`src/rtl/adder32_slice_seq_pkg.sv`:
```
// Shared definitions for the slice-serial 32-bit adder.
//   WIDTH  : operand width in bits
//   SLICE  : width of the combinational slice adder (must match adder_slice5)
//   BEATS  : number of slice beats per add, ceil(WIDTH/SLICE)
//   PAD_W  : operand width rounded up to a whole number of slices
//   BEAT_W : width of the beat counter
package adder32_slice_seq_pkg;

  localparam int WIDTH  = 32;
  localparam int SLICE  = 5;
  localparam int BEATS  = (WIDTH + SLICE - 1) / SLICE;
  localparam int PAD_W  = BEATS * SLICE;
  localparam int BEAT_W = $clog2(BEATS);

  typedef enum logic [1:0] {
    IDLE = 2'd0,
    RUN  = 2'd1,
    DONE = 2'd2
  } state_e;

  typedef logic [BEAT_W-1:0] beat_t;

endpackage

```
`src/rtl/adder32_slice_seq_slice.sv`:
```
// adder_slice5: combinational 5-bit slice adder.
// Drop-in replacements (e.g. approximate netlists) must keep this port list;
// the controller uses sum and cout exactly as produced here.
//   a, b : 5-bit slice operands
//   cin  : carry into bit 0 of the slice
//   sum  : 5-bit slice sum
//   cout : carry out of bit 4 of the slice
module adder_slice5 (
  input  logic [4:0] a,
  input  logic [4:0] b,
  input  logic       cin,
  output logic [4:0] sum,
  output logic       cout
);

  assign {cout, sum} = {1'b0, a} + {1'b0, b} + {5'b0_0000, cin};

endmodule

```
`src/rtl/adder32_slice_seq.sv`:
```
// adder32_slice_seq: slice-serial 32-bit adder controller.
// A single 5-bit slice adder is reused for BEATS clocks to form
// A + B + cin, with the inter-slice carry held in a register.
// Operands are accepted in IDLE; the result is presented in DONE until the
// consumer takes it.
//   clk       : clock, rising edge
//   rst_n     : asynchronous active-low reset
//   in_valid  : operand request valid
//   in_ready  : controller can accept operands (IDLE only)
//   in_a/in_b : WIDTH-bit operands, sampled only at the accepting edge
//   in_cin    : carry into bit 0
//   out_valid : result valid (DONE)
//   out_ready : consumer accepts result
//   out_sum   : A+B+cin modulo 2^WIDTH, zero unless out_valid
//   out_cout  : carry out of bit WIDTH-1, zero unless out_valid
//   busy      : high in RUN or DONE
module adder32_slice_seq
  import adder32_slice_seq_pkg::*;
(
  input  logic             clk,
  input  logic             rst_n,
  input  logic             in_valid,
  output logic             in_ready,
  input  logic [WIDTH-1:0] in_a,
  input  logic [WIDTH-1:0] in_b,
  input  logic             in_cin,
  output logic             out_valid,
  input  logic             out_ready,
  output logic [WIDTH-1:0] out_sum,
  output logic             out_cout,
  output logic             busy
);

  state_e             state;
  state_e             state_nx;
  logic [PAD_W-1:0]   a_sr;
  logic [PAD_W-1:0]   b_sr;
  logic [PAD_W-1:0]   res;
  logic               carry;
  beat_t              beat;

  logic [SLICE-1:0]   s_sum;
  logic               s_cout;
  logic               accept;
  logic               last_beat;
  logic               final_cout;

  adder_slice5 u_slice (
    .a    (a_sr[SLICE-1:0]),
    .b    (b_sr[SLICE-1:0]),
    .cin  (carry),
    .sum  (s_sum),
    .cout (s_cout)
  );

  assign accept    = in_valid && (state == IDLE);
  assign last_beat = (beat == beat_t'(BEATS - 1));

  // The carry out of bit WIDTH-1 lands inside the final slice's sum when the
  // width is not a whole number of slices; otherwise it is the final slice
  // carry, which stays in the carry register throughout DONE.
  if (WIDTH % SLICE == 0) begin : g_cout_carry
    assign final_cout = carry;
  end else begin : g_cout_res
    assign final_cout = res[WIDTH];
  end

  // State register.
  // NOTE: sequential state uses non-blocking assignments so every flop samples
  // pre-edge values; blocking here would create order-dependent simulation.
  always_ff @(posedge clk or negedge rst_n) begin
    if (!rst_n) begin
      state <= IDLE;
    end else begin
      state <= state_nx;
    end
  end

  // Next-state logic.
  // NOTE: the default assignment first covers every path, so no latch is inferred.
  always_comb begin
    state_nx = state;
    unique case (state)
      IDLE:    if (accept)    state_nx = RUN;
      RUN:     if (last_beat) state_nx = DONE;
      DONE:    if (out_ready) state_nx = IDLE;
      default:                state_nx = IDLE;
    endcase
  end

  // Outputs. Result ports are forced to zero outside DONE so an in-flight or
  // discarded partial sum is never visible.
  always_comb begin
    in_ready  = (state == IDLE);
    busy      = (state != IDLE);
    out_valid = (state == DONE);
    out_sum   = '0;
    out_cout  = 1'b0;
    if (state == DONE) begin
      out_sum  = res[WIDTH-1:0];
      out_cout = final_cout;
    end
  end

  // Datapath: operand shift registers, slice carry, result register, beat count.
  // NOTE: all datapath registers are cleared by reset so an aborted operation
  // leaves no stale operands, carry or partial result behind.
  always_ff @(posedge clk or negedge rst_n) begin
    if (!rst_n) begin
      a_sr  <= '0;
      b_sr  <= '0;
      res   <= '0;
      carry <= 1'b0;
      beat  <= '0;
    end else begin
      unique case (state)
        IDLE: begin
          if (accept) begin
            a_sr  <= PAD_W'(in_a);
            b_sr  <= PAD_W'(in_b);
            carry <= in_cin;
            beat  <= '0;
          end
        end
        RUN: begin
          a_sr  <= a_sr >> SLICE;
          b_sr  <= b_sr >> SLICE;
          carry <= s_cout;
          // LSB slice enters first and ends up at the bottom after BEATS shifts.
          res   <= {s_sum, res[PAD_W-1:SLICE]};
          beat  <= beat + 1'b1;
        end
        default: ;
      endcase
    end
  end

endmodule

```
`config.mk`:
```
export PLATFORM = sky130hd
export DESIGN_NAME = adder32_slice_seq
export DESIGN_NICKNAME = d
export VERILOG_FILES = /design/src/rtl/adder32_slice_seq_pkg.sv /design/src/rtl/adder32_slice_seq_slice.sv /design/src/rtl/adder32_slice_seq.sv
export SDC_FILE = /design/constraint.sdc
export NUM_CORES = 1
export LEC_CHECK = 0
export BUFFER_PORTS_ARGS = -buffer_cell sky130_fd_sc_hd__buf_2
export CAP_MARGIN = 15
export CELL_PAD_IN_SITES_DETAIL_PLACEMENT = 1
export CELL_PAD_IN_SITES_GLOBAL_PLACEMENT = 2
export CORE_ASPECT_RATIO = 0.9
export CORE_MARGIN = 1.5
export CORE_UTILIZATION = 35
export CTS_CLUSTER_SIZE = 20
export DETAILED_ROUTE_END_ITERATION = 7
export PLACE_DENSITY_LB_ADDON = 0.12
export SYNTH_ARGS = -nofsm -noshare
export SYNTH_HDL_FRONTEND = slang
export SYNTH_SLANG_ARGS = --single-unit
```
`constraint.sdc`:
```
create_clock -name clk -period 3.4 [get_ports clk]
set_clock_uncertainty 0.2 [all_clocks]
set_input_delay 0.17 -clock clk [delete_from_list [all_inputs] [get_ports clk]]
set_output_delay 0.17 -clock clk [all_outputs]
set_load 0.05 [all_outputs]
```
; Yosys cells after proc, flatten, opt, wreduce, memory -nomap -nowiden
; Index checks and enable logic that the tools add are counted.
; Widths: inputs -> output; s select.
[classes]
add_sub_neg = 3
multipliers = 0
div_mod_pow = 0
magnitude_cmp = 0
n_eq_ne = 6
shifts = 0
mux = 14
n_bitwise = 0
n_reduce_logical = 6
[op_table]
columns = operator, count
row1 = $pmux 35 s2, 2
row2 = $mux 35, 2
row3 = $mux 32, 1
row4 = $add 5x5->6, 1
row5 = $add 6x1->6, 1
row6 = $mux 2, 3
row7 = $pmux 2 s3, 1
row8 = $pmux 3 s2, 1
row9 = $ne 2x1->1 const B, 2
row10 = $reduce_bool 2->1, 2
row11 = $add 3x1->3 const B, 1
row12 = $eq 3x3->1 const B, 1
row13 = $mux 3, 1
row14 = $reduce_and 3->1, 1
row15 = $eq 2x1->1 const B, 1
row16 = $eq 2x2->1 const B, 1
row17 = $logic_not 2->1, 1
row18 = $mux 1, 2
row19 = $ne 2x2->1 const B, 1
row20 = $pmux 1 s2, 1
row21 = $reduce_and 2->1, 1
row22 = $logic_and 1x1->1, 1
[word_totals]
reg_bits = 111
latch_bits = 0
ram_bits = 0
romBits = 0
inputBits = 69
out_inout_bits = 36
elab_cells = 35
memories = 0

; Longest topological paths before layout
; Gate-level depths: netlist of the first run.
[depth]
ltp_word = 4
mapped_depth = 6
ltp_nobuf = 5

; Hierarchy
; From an unflattened synthesis of the first run, not the netlist that was laid out.
[hier_totals]
cells_unflattened = 411
area_unflattened_um2 = 5233.8
[modules_own_cells]
columns = module, instances, cells_each, area_each_um2, seq_area_each_um2
row1 = adder32_slice_seq, 1, 387, 5034.8, 2627.5
row2 = adder_slice5, 1, 24, 198.9, 0.0

; Least setup slack after synthesis of the first run
; No wires, ideal clock.
[synth_timing]
path_kind = register to output
start = register state[0]
end = output in_ready
arrival_ps = 1573
setup_slack_ps = 1457
stages_incl_launch_ff = 6
cell_sequence = dfrtp_1 -> buf_4 -> buf_4 -> buf_2 -> or2_2 -> inv_1
[synth_via]
elab_chain_cells = 1
[synth_lines]
columns = item, line
row1 = "start, declared", adder32_slice_seq.sv:34  ; state_e state;
row2 = "start signal, assigned", adder32_slice_seq.sv:75  ; state <= state_nx;
row3 = $logic_not 2->1, adder32_slice_seq.sv:94  ; in_ready = (state == IDLE);
row4 = "end, declared", adder32_slice_seq.sv:23  ; output logic in_ready,
; No other way between the ends.

; Worst setup path in the final report of the first run
[layout_timing]
start = register state[0]
end = output out_sum[11]
[layout_via]
elab_chain_cells = 2
[layout_lines]
columns = item, line
row1 = $eq 2x2->1, adder32_slice_seq.sv:99  ; if (state == DONE) begin
row2 = $mux 32, adder32_slice_seq.sv:99
row3 = "end, declared", adder32_slice_seq.sv:29  ; output logic [WIDTH-1:0] out_sum,
; No other way between the ends.

==> flow_metrics.tcl, run 1 <==
set metrics [dict create \
    postCtsSetupRepairBufs 0 \
    drt_first_pass_iters 4 \
    gp_congestion 0.7364 \
    min_path_type "input port to register" \
    drc 0 \
    layout.cells.non_filler 881 \
    dieArea_um2 15590 \
    grt_pass1_vias 4465 \
    cap_viol_max_count 0 \
    detail_route.wirelength_um 13190 \
    synth-main-ff-cell "dfrtp_1" \
    critPathMaxFanout 68 \
    cts_tree "built" \
    setup_tns_ns 0 \
    synthArstFlopShare_pct 100.0 \
    antenna_left 0 \
    setup_violations 0 \
    slew_headroom_pct 42.45 \
    dp.cells 852 \
    critPathSlowestCell "and2b_1" \
    cts-buffers-inserted 9 \
    seq_area_frac_synth_pct 50.54 \
    cts_buffer_depth 2 \
    netlist_area_um2 5199 \
    drive_gt1_share_pct 19.91 \
    avgSynthCellArea_um2 8.856 \
    clock_latency_ns 0.36 \
    cp.arrival_ns 2.47 \
    area_growth_pct 20.65 \
    path_cells "and2b_1, and2_1, buf_2" \
    fillCellCount 1749 \
    io-pin-count 105 \
    synthDistinctLibCells 32 \
    yosysWarnings 0 \
    synth_most_common_cell "nand2_1" \
    cp-end-kind "output pin" \
    synth.area.top_cells "dfrtp_1, nand2_1, and3b_1" \
    drtIter0Drc 211 \
    hold_violations 0 \
    diodes 0 \
    worstPathRequired_ns 3.03 \
    cts_root_buf "clkbuf_16" \
    clock_sinks 105 \
    portBuffers 104 \
    yosysTopAreaCell "dfrtp_1" \
    cts_resized 0 \
    rows 42 \
    grt_max_degree 69 \
    antenna_found_initial 0 \
    start_kind "register" \
    ys_ff_latch 105 \
    slew_violations 0 \
    fmaxAchievable_ghz 0.3519 \
    synth_edf_count 0 \
    min_period_ns 2.842 \
    max_stage_delay_ns 0.86 \
    ir_worst_vdd_mv 0.3182 \
    overflow 0 \
    p_leak_uw 0.003306 \
    rsz0062_at_grt "no" \
    floorplan.initialDensity_pct 35.59 \
    wl_per_cell_um 14.98 \
    grt_pass1_wl_um 22290 \
    core_area_um2 14610 \
    syn_nets 664 \
    grt_use_total_pct 17.95 \
    netlist.area_leader.share_pct 50.54 \
    vias 4273 \
    cts_hold_buf 13 \
    yosys-top-cells-count "nand2_1, dfrtp_1, a21oi_1, o21ai_0, and3b_1" \
    vias_per_cell 4.850 \
    die_y_um 118.6 \
    dp_hpwl_um 8883 \
    tightestPinTransition_ns 0.8633 \
    powerDensity_nw_per_um2 722.5 \
    critical_path_class "register to output pin" \
    htreeDepth 3 \
    finalNetCount 755 \
    status "finished clean" \
    cts.clk_slew.worst_paths_ns 0.07 \
    fp.dieW_um 131.5 \
    syn_inst 587 \
    finalCritPeriodShare_pct 83.59 \
]
[flip-flops by register name, summed over array words and instances, names as in the netlist]
| name | count |
|---|---|
| a_sr | 32 |
| state | 2 |
| b_sr | 32 |
| carry | 1 |
| res | 35 |
| beat | 3 |
[layout make-up]
cell class,instances,area (um^2),area share (%)
inverter,5,18.77,0.2992
sequential,105,2633,41.97
multi-input combinational,429,2341,37.32
timing repair buffer,128,735.7,11.73
tap,198,247.7,3.950
clock buffer,10,239.0,3.810
clock inverter,6,57.56,0.9176
[path summary, 6_finish.rpt]
path / startpoint / to / slack, ns / cells after the start
max: state[0] / out_sum[11] / 0.56 / 3
min: in_a[20] / a_sr[20] / 0.009 / 4
max reg2reg: state[0] / res[34] / 1.09 / 4
min reg2reg: res[1] / res[1] / 0.27 / 2
max in group asynchronous: rst_n / state[0] / 2.01 / 3
min in group asynchronous: rst_n / res[2] / 0.10 / 2
[placed cells by master, fill, tap and decap left out, types with 2 or more instances in the layout]
cell type / Yosys / final
clkbuf_16: 0 / 9
dlygate4sd3_1: 0 / 13
dfrtp_1: 105 / 103
nand3_1: 3 / 3
a221o_1: 2 / 2
fa_1: 2 / 2
buf_2: 12 / 103
and3b_1: 54 / 54
and2_1: 33 / 33
o21ai_0: 56 / 56
clkinv_2: 0 / 4
buf_4: 7 / 12
ha_1: 6 / 6
nor2b_1: 13 / 12
inv_1: 5 / 5
nand2_1: 164 / 164
a21oi_1: 69 / 69
o21ai_1: 11 / 11
[kinds of logic (layout without fill, tap and decap cells)]
| logic type | after synthesis | count (layout) | synth area share [%] |
|---|---|---|---|
| buffers and inverters | 53 | 149 | 4.621 |
| AOI/OAI and AO/OA | 144 | 144 | 14.42 |
| xor gates and xnor gates | 1 | 1 | 0.1685 |
| and+or+nand+nor | 276 | 276 | 28.04 |
| DFF | 105 | 105 | 50.54 |
| adders and majority gates | 8 | 8 | 2.214 |
[where the power goes]
part | internal [uW] | switching, uW
logic | 551 | 847
clock network | 586 | 468
registers | 1710 | 370
total | 2850 | 1680
[critical path, delay by kind of cell, from the launching register on]
family,cells,cell delay (ns)
buf+inv,1,0.26
flops,1,0.71
simple gates,2,1.11
[stage by stage]
stage	setup WS, ns	util [%]	instance area [um^2]	hold slack [ns]	power [uW]
2_1_floorplan	1.457	-	5199	-0.3256	3078
3_3_place_gp	0.9927	40.01	5846	-0.06120	3447
3_5_place_dp	0.9025	40.01	5846	-0.05883	3528
4_1_cts	0.5088	42.93	6272	0.002091	4619
5_1_grt	0.3606	42.93	6272	0.02181	4902
6_report	0.5581	42.93	6272	0.009091	4532
[per-layer routing]
metal	share of wire [%]	global-route usage [%]
met1	48	23.40
met2	47	29.90
met3	4.0	4.462
met4	0.99	4.583
met5	0	0
Power figures use the tool's default switching activity.
==> run 2, diff against run 1 <==
--- a/config.mk
+++ b/config.mk
@@ -5,13 +5,14 @@
 export SDC_FILE = /design/constraint.sdc
 export NUM_CORES = 1
 export LEC_CHECK = 0
+export ABC_AREA = 1
 export BUFFER_PORTS_ARGS = -buffer_cell sky130_fd_sc_hd__buf_2
 export CAP_MARGIN = 15
 export CELL_PAD_IN_SITES_DETAIL_PLACEMENT = 1
 export CELL_PAD_IN_SITES_GLOBAL_PLACEMENT = 2
 export CORE_ASPECT_RATIO = 0.9
 export CORE_MARGIN = 1.5
-export CORE_UTILIZATION = 35
+export CORE_UTILIZATION = 31
 export CTS_CLUSTER_SIZE = 20
 export DETAILED_ROUTE_END_ITERATION = 7
 export PLACE_DENSITY_LB_ADDON = 0.12
==> constraint.sdc (replaced) <==
create_clock -name clk -period 2.96 [get_ports clk]
set_clock_uncertainty 0.2 [all_clocks]
set_input_delay 0.148 -clock clk [delete_from_list [all_inputs] [get_ports clk]]
set_output_delay 0.148 -clock clk [all_outputs]
set_load 0.05 [all_outputs]
==> flow_metrics.tcl, run 2 <==
set metrics [dict create \
    status "finished clean" \
    cts_buffer_depth 2 \
    grt_max_degree 82 \
    portBuffers 104 \
    hold_violations 0 \
    totalPowerFinal_uw 6126 \
    slew_headroom_pct 48.55 \
    ff_latch_area_um2 2628 \
    finalCritPeriodShare_pct 73.22 \
    switchingPower_uw 2511 \
    p_comb_share_pct 40.7 \
    synth_most_common_cell "nand2_1" \
    min_period_ns 2.167 \
    fmaxAchievable_ghz 0.4614 \
    netlist_area_um2 4831 \
    synth.area.top_cells "dfrtp_1, o21ai_0, nand2_1" \
    post-route-cell-area_um2 6507 \
    r2r-start "state[1]" \
    multiInputGateArea_um2 1810 \
    dieArea_um2 16340 \
    setup_violations 0 \
    netlist.area_leader.share_pct 54.39 \
    rows 43 \
    largest_reg_flops 35 \
    netSwitchingFraction_pct 40.98 \
    power_frac_clock_pct 19.1 \
    synth-main-ff-cell "dfrtp_1" \
    area_growth_pct 34.71 \
    htreeDepth 3 \
    floorplan.initialDensity_pct 31.51 \
    wl_per_cell_um 14.05 \
    cts.clk_slew.worst_paths_ns 0.07 \
    setup_tns_ns 0 \
    vias_per_cell 4.587 \
    place_area_um2 5448 \
    antenna_left 0 \
    power_frac_seq_pct 40.2 \
    cts_root_buf "clkbuf_16" \
    fp.dieW_um 134.6 \
    yosys-top-cells-count "nand2_1, o21ai_0, dfrtp_1, nor2_1, inv_1" \
    grt_pass1_wl_um 22490 \
    synth_edf_count 0 \
    cp.arrival_ns 1.82 \
    final_cell_mix "nand2_1, o21ai_0, dfrtp_1" \
    path_cells "clkinv_1, nand2_2, nor2_1, buf_2" \
    max_stage_delay_ns 0.42 \
    finalNetCount 826 \
    fillCellCount 1892 \
    rsz0062_at_grt "no" \
    cap_viol_max_count 0 \
    grt_use_total_pct 17.55 \
    critical_path_class "register to output pin" \
    ir_worst_vdd_mv 0.3411 \
    avgSynthCellArea_um2 8.216 \
    drt_first_pass_iters 4 \
    top_register "res" \
    clock_sinks 105 \
    yosysWarnings 0 \
    min_path_type "input port to asynchronous set/reset pin" \
    core_area_um2 15330 \
    cts-buffers-inserted 9 \
    critPathMaxFanout 35 \
    holdWs_ns 0.03994 \
    final_common_cell "nand2_1" \
    intPower_uw 3615 \
    synthArstFlopShare_pct 100.0 \
    antenna_found_initial 0 \
    syn_inst 588 \
    detail_route.wirelength_um 13420 \
    diodes 0 \
    critPathSlowestCell "dfrtp_1" \
    syn_nets 665 \
    yosysTopAreaCell "dfrtp_1" \
    gp_congestion 0.7032 \
    drive_gt1_share_pct 17.00 \
    cp-end-kind "output pin" \
    slew_violations 0 \
    start_kind "register" \
    crit_path_start "state[0]" \
    cts_tree "built" \
    tightestPinTransition_ns 0.7689 \
    grt_pass1_vias 4661 \
    worstPathRequired_ns 2.61 \
    drtIter0Drc 201 \
    powerDensity_nw_per_um2 941.4 \
    overflow 0 \
    largestRegisters "res (35), a_sr (32), b_sr (32)" \
    postCtsSetupRepairBufs 0 \
    p_leak_uw 0.003103 \
    ys_ff_latch 105 \
    die_y_um 121.4 \
    io-pin-count 105 \
    dp_hpwl_um 8058 \
    clock_latency_ns 0.35 \
    seq_area_frac_synth_pct 54.39 \
    synthDistinctLibCells 20 \
    vias 4381 \
    drc 0 \
]
[run 2: per-layer routing]
layer / GRT usage [%] / wire length [um]
met5: 0 / 0
met4: 4.368 / 161
met3: 4.428 / 484
met2: 31.35 / 6766
met1: 21.12 / 6004
[run 2: cells by family (layout without fill, tap and decap cells)]
group | count (synthesis) | count (layout) | synth area share, %
and+or+nand+nor | 243 | 243 | 19.53
AOI/OAI and AO/OA | 150 | 150 | 15.57
DFF | 105 | 105 | 54.39
buffers and inverters | 82 | 247 | 8.132
adders and majority gates | 8 | 8 | 2.383
[run 2: worst paths after layout]
path                               end  slack, ns  depth (start not counted)
hold reg to reg               a_sr[28]       0.27                          2
min in group clk              a_sr[28]       0.27                          2
hold / removal                  res[4]       0.04                          2
setup / recovery           out_sum[25]       0.79                          4
setup reg to reg              a_sr[28]       0.83                          4
max in group asynchronous      b_sr[3]       1.73                          3
[run 2: layout make-up]
cell class | instances | area share, %
flip-flops and latches | 105 | 40.38
multi-input cells | 401 | 27.82
repair buffers | 187 | 21.00
well taps | 202 | 3.884
clock buffers | 12 | 3.634
inverters | 45 | 2.634
clock inverters | 3 | 0.6537
[run 2: worst max-delay path: cells and delay by family (launching register included)]
family	cells	cell delay (ns)
buffers and inverters	2	0.38
AND/OR/NAND/NOR	2	0.66
flip-flops	1	0.42
[run 2: metrics by stage]
stage / std cells / setup slack [ns] / utilization (%)
floorplan: 588 / 0.9838 / -
global placement: 862 / 1.046 / 35.53
detailed placement: 862 / 1.013 / 35.53
CTS: 955 / 0.7456 / 42.44
global route: 955 / 0.6252 / 42.44
finish: 955 / 0.7928 / 42.44
[run 2: power groups by stage]
stage	sequential [uW]	combinational (uW)	clock [uW]
2_1_floorplan	2380	1950	0
3_3_place_gp	2470	2380	0
3_5_place_dp	2500	2450	0
4_1_cts	2470	2560	1220
5_1_grt	2550	2930	1280
6_report	2460	2490	1170
[run 2: what timing repair did]
item | 4_1_cts | 5_1_grt
resized for setup | 0 | 0
hold endpoints to repair | 172 | 0
hold buffers | 78 | 0
